**src/rtl/accum_buffer_arbiter.sv**
```systemverilog
// accum_buffer_arbiter
// Round-robin arbiter that drains NUM_SRC worker accumulate FIFOs into a
// single accumulate buffer, taking up to BURST_LEN words per grant.
// Build option: define ACCUM_ARB_NAN_FREEZE_EN to forward a word whose value
// field is the quiet NaN 32'h7FC00000 and then freeze (FREEZE) until reset.
//
// Handshake: sources are non-show-ahead FIFOs. src_rdreq[i] is a one-cycle
// pulse issued only for a source seen non-empty in the deciding cycle, and the
// word is on src_dataout one cycle later. sink_wrreq is a one-cycle write strobe
// with sink_datain valid in the same cycle; it is issued only when sink_full
// was low in the WRITE cycle that produced it.
module accum_buffer_arbiter #(
    parameter int NUM_SRC   = 4,
    parameter int BURST_LEN = 4
) (
    input  logic                    clk,
    input  logic                    reset,
    input  logic                    enable,
    input  logic [NUM_SRC-1:0]      src_empty,
    input  logic [64*NUM_SRC-1:0]   src_dataout,
    output logic [NUM_SRC-1:0]      src_rdreq,
    input  logic                    sink_full,
    output logic                    sink_wrreq,
    output logic [63:0]             sink_datain,
    output logic [3:0]              grant_id,
    output logic                    busy,
    output logic [31:0]             words_fwd
);

`ifdef ACCUM_ARB_NAN_FREEZE_EN
    localparam logic [31:0] NAN_VALUE = 32'h7FC0_0000;
    typedef enum logic [2:0] {S_IDLE, S_READ, S_CAPTURE, S_WRITE, S_FREEZE} state_t;
`else
    typedef enum logic [2:0] {S_IDLE, S_READ, S_CAPTURE, S_WRITE} state_t;
`endif

    state_t               state_q, state_d;
    logic [3:0]           rr_ptr_q, rr_ptr_d;
    logic [7:0]           burst_cnt_q, burst_cnt_d;
    logic [63:0]          hold_q, hold_d;
    logic [NUM_SRC-1:0]   rdreq_q, rdreq_d;
    logic                 wrreq_q, wrreq_d;
    logic [63:0]          datain_q, datain_d;
    logic [3:0]           grant_q, grant_d;
    logic                 busy_q, busy_d;
    logic [31:0]          words_q, words_d;

    // Padded views so a 4-bit source index can address any source directly.
    logic [15:0]          empty16;
    logic [1023:0]        data16;
    logic [4:0]           cand;
    logic                 found;
    logic [3:0]           pick;
    logic [3:0]           next_ptr;
    logic                 more_burst;

    function automatic logic [NUM_SRC-1:0] onehot(input logic [3:0] idx);
        logic [NUM_SRC-1:0] v;
        v = '0;
        for (int i = 0; i < NUM_SRC; i++) v[i] = (idx == 4'(i));
        return v;
    endfunction

    // Pad the per-source empty flags and data words out to 16 sources.
    always_comb begin
        empty16 = {16{1'b1}};
        empty16[NUM_SRC-1:0] = src_empty;
        data16 = '0;
        data16[64*NUM_SRC-1:0] = src_dataout;
    end

    // Round-robin search: first non-empty source at or above rr_ptr, wrapping.
    always_comb begin
        found = 1'b0;
        pick  = '0;
        cand  = '0;
        for (int i = 0; i < NUM_SRC; i++) begin
            cand = {1'b0, rr_ptr_q} + 5'(i);
            if (cand >= 5'(NUM_SRC)) cand = cand - 5'(NUM_SRC);
            if (!found && !empty16[cand[3:0]]) begin
                found = 1'b1;
                pick  = cand[3:0];
            end
        end
    end

    // Burst continuation test and the pointer used when a burst ends.
    always_comb begin
        next_ptr   = (grant_q == 4'(NUM_SRC - 1)) ? 4'd0 : grant_q + 4'd1;
        more_burst = enable && !empty16[grant_q] &&
                     (({1'b0, burst_cnt_q} + 9'd1) < 9'(BURST_LEN));
    end

    // Next-state and registered-output logic.
    always_comb begin
        state_d     = state_q;
        rr_ptr_d    = rr_ptr_q;
        burst_cnt_d = burst_cnt_q;
        hold_d      = hold_q;
        rdreq_d     = '0;
        wrreq_d     = 1'b0;
        datain_d    = datain_q;
        grant_d     = grant_q;
        words_d     = words_q;
        case (state_q)
            S_IDLE: begin
                if (enable && found) begin
                    grant_d     = pick;
                    burst_cnt_d = '0;
                    rdreq_d     = onehot(pick);
                    state_d     = S_READ;
                end
            end
            S_READ: begin
                state_d = S_CAPTURE;
            end
            S_CAPTURE: begin
                hold_d  = data16[{grant_q, 6'b0} +: 64];
                state_d = S_WRITE;
            end
            S_WRITE: begin
                if (!sink_full) begin
                    wrreq_d     = 1'b1;
                    datain_d    = hold_q;
                    words_d     = words_q + 32'd1;
                    burst_cnt_d = burst_cnt_q + 8'd1;
`ifdef ACCUM_ARB_NAN_FREEZE_EN
                    if (hold_q[31:0] == NAN_VALUE) begin
                        state_d = S_FREEZE;
                    end else
`endif
                    if (more_burst) begin
                        rdreq_d = onehot(grant_q);
                        state_d = S_READ;
                    end else begin
                        rr_ptr_d = next_ptr;
                        state_d  = S_IDLE;
                    end
                end
            end
`ifdef ACCUM_ARB_NAN_FREEZE_EN
            S_FREEZE: begin
                state_d = S_FREEZE;
            end
`endif
            default: begin
                state_d = S_IDLE;
            end
        endcase
        busy_d = (state_d != S_IDLE);
    end

    // State and output registers; reset discards any in-flight word.
    always_ff @(posedge clk or posedge reset) begin
        if (reset) begin
            state_q     <= S_IDLE;
            rr_ptr_q    <= '0;
            burst_cnt_q <= '0;
            hold_q      <= '0;
            rdreq_q     <= '0;
            wrreq_q     <= 1'b0;
            datain_q    <= '0;
            grant_q     <= '0;
            busy_q      <= 1'b0;
            words_q     <= '0;
        end else begin
            state_q     <= state_d;
            rr_ptr_q    <= rr_ptr_d;
            burst_cnt_q <= burst_cnt_d;
            hold_q      <= hold_d;
            rdreq_q     <= rdreq_d;
            wrreq_q     <= wrreq_d;
            datain_q    <= datain_d;
            grant_q     <= grant_d;
            busy_q      <= busy_d;
            words_q     <= words_d;
        end
    end

    assign src_rdreq   = rdreq_q;
    assign sink_wrreq  = wrreq_q;
    assign sink_datain = datain_q;
    assign grant_id    = grant_q;
    assign busy        = busy_q;
    assign words_fwd   = words_q;

endmodule

```
**config.mk**
```make
export PLATFORM = sky130hd
export DESIGN_NAME = accum_buffer_arbiter
export DESIGN_NICKNAME = d
export VERILOG_FILES = /design/src/rtl/accum_buffer_arbiter.sv
export SDC_FILE = /design/constraint.sdc
export NUM_CORES = 1
export LEC_CHECK = 0
export BUFFER_PORTS_ARGS = -buffer_cell sky130_fd_sc_hd__buf_4
export CORE_AREA = 4 4 142 144
export DETAILED_ROUTE_END_ITERATION = 10
export DIE_AREA = 0 0 146 148
export PLACE_DENSITY = 0.81
export SLEW_MARGIN = 0
export SYNTH_ARGS = -nofsm -noshare
export SYNTH_HDL_FRONTEND = slang
export SYNTH_SLANG_ARGS = --single-unit
```
**constraint.sdc**
```tcl
create_clock -name clk -period 13.4 [get_ports clk]
set_clock_uncertainty 0.05 [all_clocks]
set_input_delay 2.01 -clock clk [delete_from_list [all_inputs] [get_ports clk]]
set_output_delay 2.01 -clock clk [all_outputs]
set_load 0.1 [all_outputs]
```
==> impl_metrics.toml <==
[timing]
timing.final.crit_share_pct = 26.7
finalCriticalPeriod_ns = 3.58
whs_ns = 0.416
worstMarginPinSlew_ns = 0.950
final_max_slew_viol_count = 0
finalSetupViolations = 0
rsz0062_at_grt = "false"
finalHoldViolations = 0
max_freq_mhz = 279
final.setup.tns_ns = 0
slew_headroom_pct = 36.7

[cts]
clk_path_buf_depth = 2
cts_inserted_buffers = 17
ctsRootBufferMaster = "clkbuf_16"
ctsHoldBuffers = 0
path_clk_slew_ns = 0.07
cts.sinks = 185
post_cts_buffers = 0
clock_latency_ns = 0.43
ctsHtreeMaxLevel = 4
cts_tree = "done"
cts_resized = 0

[worst_setup_path]
r2r-start = "rr_ptr_q[0]$_DFFE_PP0P_"
critPathLaunchType = "flop"
crit_path_end = "grant_id[0]"
slowest_delay_ns = 0.71
r2r-end = "burst_cnt_q[0]$_DFFE_PP0P_"
worstSetupPathType = "flop to output pin"
critPathLaunch = "grant_id[0]$_DFFE_PP0P_"
rrSetupSlack_ns = 10.03
cp_num_cells = 1
cp_num_buf_inv = 1
cp_cell_sequence = "buf_4"
end_kind = "output pin"
cpLargestDelayFamily = "flip-flops"
critical_path_required_ns = 11.34
critPathSlowestCell = "dfrtp_4"
cp_max_fo = 24
arrival_ns = 1.52
r2r_cells = 10

[cells_and_area]
drive_gt1_share_pct = 42.5
synthToLayoutAreaGrowth_pct = 38.0
fillers = 1441
stdcell_count = 1394
final_nets = 1426

[detailed_routing]
final_antenna_net_count = 0
drc = 0
route.met3.wl_um = 2670
wl_met1_um = 11800
dr.pass1.iters = 5
routedWlPerCell_um = 21.7
num_vias = 8036
top_layer = "met5"
wl_met2_um = 14800
initialDrtViolationCount = 518
post_drt_via_cell_ratio = 5.76
drt_wl_total_um = 30200

[logic_synthesis]
postSynthAreaPerCell_um2 = 11.6
synth_edf_count = 0
postSynth.asyncResetShare_pct = 100
yosysWarnings = 0
yosys.area.top_type = "dfrtp_1"
synth_area_leaders = "dfrtp_1 50%, mux4_2 16%, nand2_1 9.1%"
synth_nets = 1081
synth_top_area_share_pct = 49.7
synthTopCellsByCount = "225 x nand2_1, 185 x dfrtp_1, 67 x mux4_2, 65 x a22o_1, 38 x clkbuf_1"
synth_most_common_cell = "nand2_1"
syn_inst = 801
syn_area_um2 = 9320
ys_seq_area_share_pct = 49.7
ys_ff_latch = 185
ys_types = 56
ys.flop_type = "dfrtp_1"

[die]
initial_utilization_pct = 49.8
die_y_um = 148
ioPinCount = 370
core_um2 = 18700
fp-row-count = 50
die_x_um = 146
die_area_um2 = 21600

[outcome]
status = "finished, final reports clean"

[global_routing]
grt_pass1_wl_um = 46500
grt_use_total_pct = 27.7
antenna_found_initial = 2
grt-ovfl-total = 0
grt_pass1_vias = 8386
grt_max_degree = 119

[pwr]
irDropWorstVdd_mv = 0.124
p_per_area_nw_per_um2 = 203
leakage_nw = 6.51
p_total_w = 0.00261

[place]
dp.cells = 1361
dp_hpwl_um = 22700
port-buffer-count = 369
gp_congestion = 0.929

[job]
maxCapViolCount = 0

[hold_path]
min_path_type = "flop to flop"
-- metrics by stage --
step	setup slack (ns)	util [%]	area (um^2)
4_1_cts	9.77	68.7	12900
2_1_floorplan	6.31	-	9320
5_1_grt	9.72	68.7	12900
3_5_place_dp	9.48	65.5	12200
3_3_place_gp	9.53	65.5	12200
6_report	9.82	68.7	12900
-- cells by family after synthesis --
group                    Yosys count  share of synthesized area [%]
AO/OA/AOI/OAI                    108                           9.86
adder cells (fa/ha/maj)           16                           2.15
AND/OR/NAND/NOR                  315                           14.6
other                              1                         0.0403
buffers and inverters             60                           2.65
flip-flops                       185                           49.7
XOR/XNOR                          39                           3.67
multiplexers                      77                           17.4
-- registers in the layout, indices dropped and copies added (netlist names) --
name / flops
words_fwd: 32
state_q: 3
sink_wrreq: 1
sink_datain: 64
burst_cnt_q: 8
src_rdreq: 4
busy: 1
hold_q: 64
rr_ptr_q: 4
grant_id: 4
-- worst min path at each step --
stage,start,to,slack (ns),cells after the start
floorplan,hold_q[0]$_DFFE_PP0P_,sink_datain[0]$_DFFE_PP0P_,0.39,2
global placement,hold_q[40]$_DFFE_PP0P_,sink_datain[40]$_DFFE_PP0P_,0.40,2
detailed placement,hold_q[52]$_DFFE_PP0P_,sink_datain[52]$_DFFE_PP0P_,0.41,2
CTS,hold_q[9]$_DFFE_PP0P_,sink_datain[9]$_DFFE_PP0P_,0.42,2
global route,hold_q[50]$_DFFE_PP0P_,sink_datain[50]$_DFFE_PP0P_,0.44,2
finish,hold_q[9]$_DFFE_PP0P_,sink_datain[9]$_DFFE_PP0P_,0.42,2
-- where the power goes --
part	leakage, nW	switching, W	internal [W]
sequential	2.47	0.000129	0.000716
combinational	3.75	0.000802	0.000452
clock	0.297	0.000218	0.000298
-- metal layers --
metal  global-route usage (%)  vias to the layer above
met4                     9.17                        2
li1                         -                     3580
met5                     2.05                        -
met3                     8.37                       55
met2                     44.9                      387
met1                     35.8                     4012
-- layout by cell type, fill, tap and decap left out, types with 3 or more instances in the layout --
cell       Yosys  final
a211o_1        5      5
a21o_1         3      3
a21oi_1        4      4
a21oi_2        3      3
a22o_1        65     65
a32o_1         3      3
and2_1         5      5
and3_1        12     12
and4_1         4      4
buf_4          0    376
clkbuf_16      0     17
clkbuf_8       0      4
dfrtp_1      185    183
ha_1          16     16
inv_1         10      8
inv_6          0      4
mux2_2         3      3
mux2i_1        5      5
mux4_2        67     67
nand2_1      225    224
nand2b_1       3      3
nand3_1       20     20
nand4_1        9      9
nor2_1        14     14
nor3_1        10      9
o21ai_0        5      5
o21ai_1        3      3
xnor2_1       27     27
xor2_1        12     12
-- layout make-up --
| cell class | count | area (um^2) | area share [%] |
|---|---|---|---|
| Multi-Input combinational cell | 556 | 4450 | 34.6 |
| Clock buffer | 21 | 480 | 3.74 |
| Timing Repair Buffer | 376 | 2820 | 22.0 |
| Inverter | 10 | 45.0 | 0.350 |
| Clock inverter | 11 | 133 | 1.03 |
| Tap cell | 234 | 293 | 2.28 |
| Antenna cell | 1 | 2.50 | 0.0195 |
| Sequential cell | 185 | 4630 | 36.0 |
-- worst register-to-register path, stage by stage (launching register included) --
cell,delay [ns]
dfrtp_1,0.71
inv_1,0.20
ha_1,0.28
xor2_1,0.23
inv_1,0.07
ha_1,0.30
nor2_1,0.06
o211a_1,0.26
o41ai_4,0.58
and2_1,0.38
mux2_4,0.20
Power figures use the tool's default switching activity.
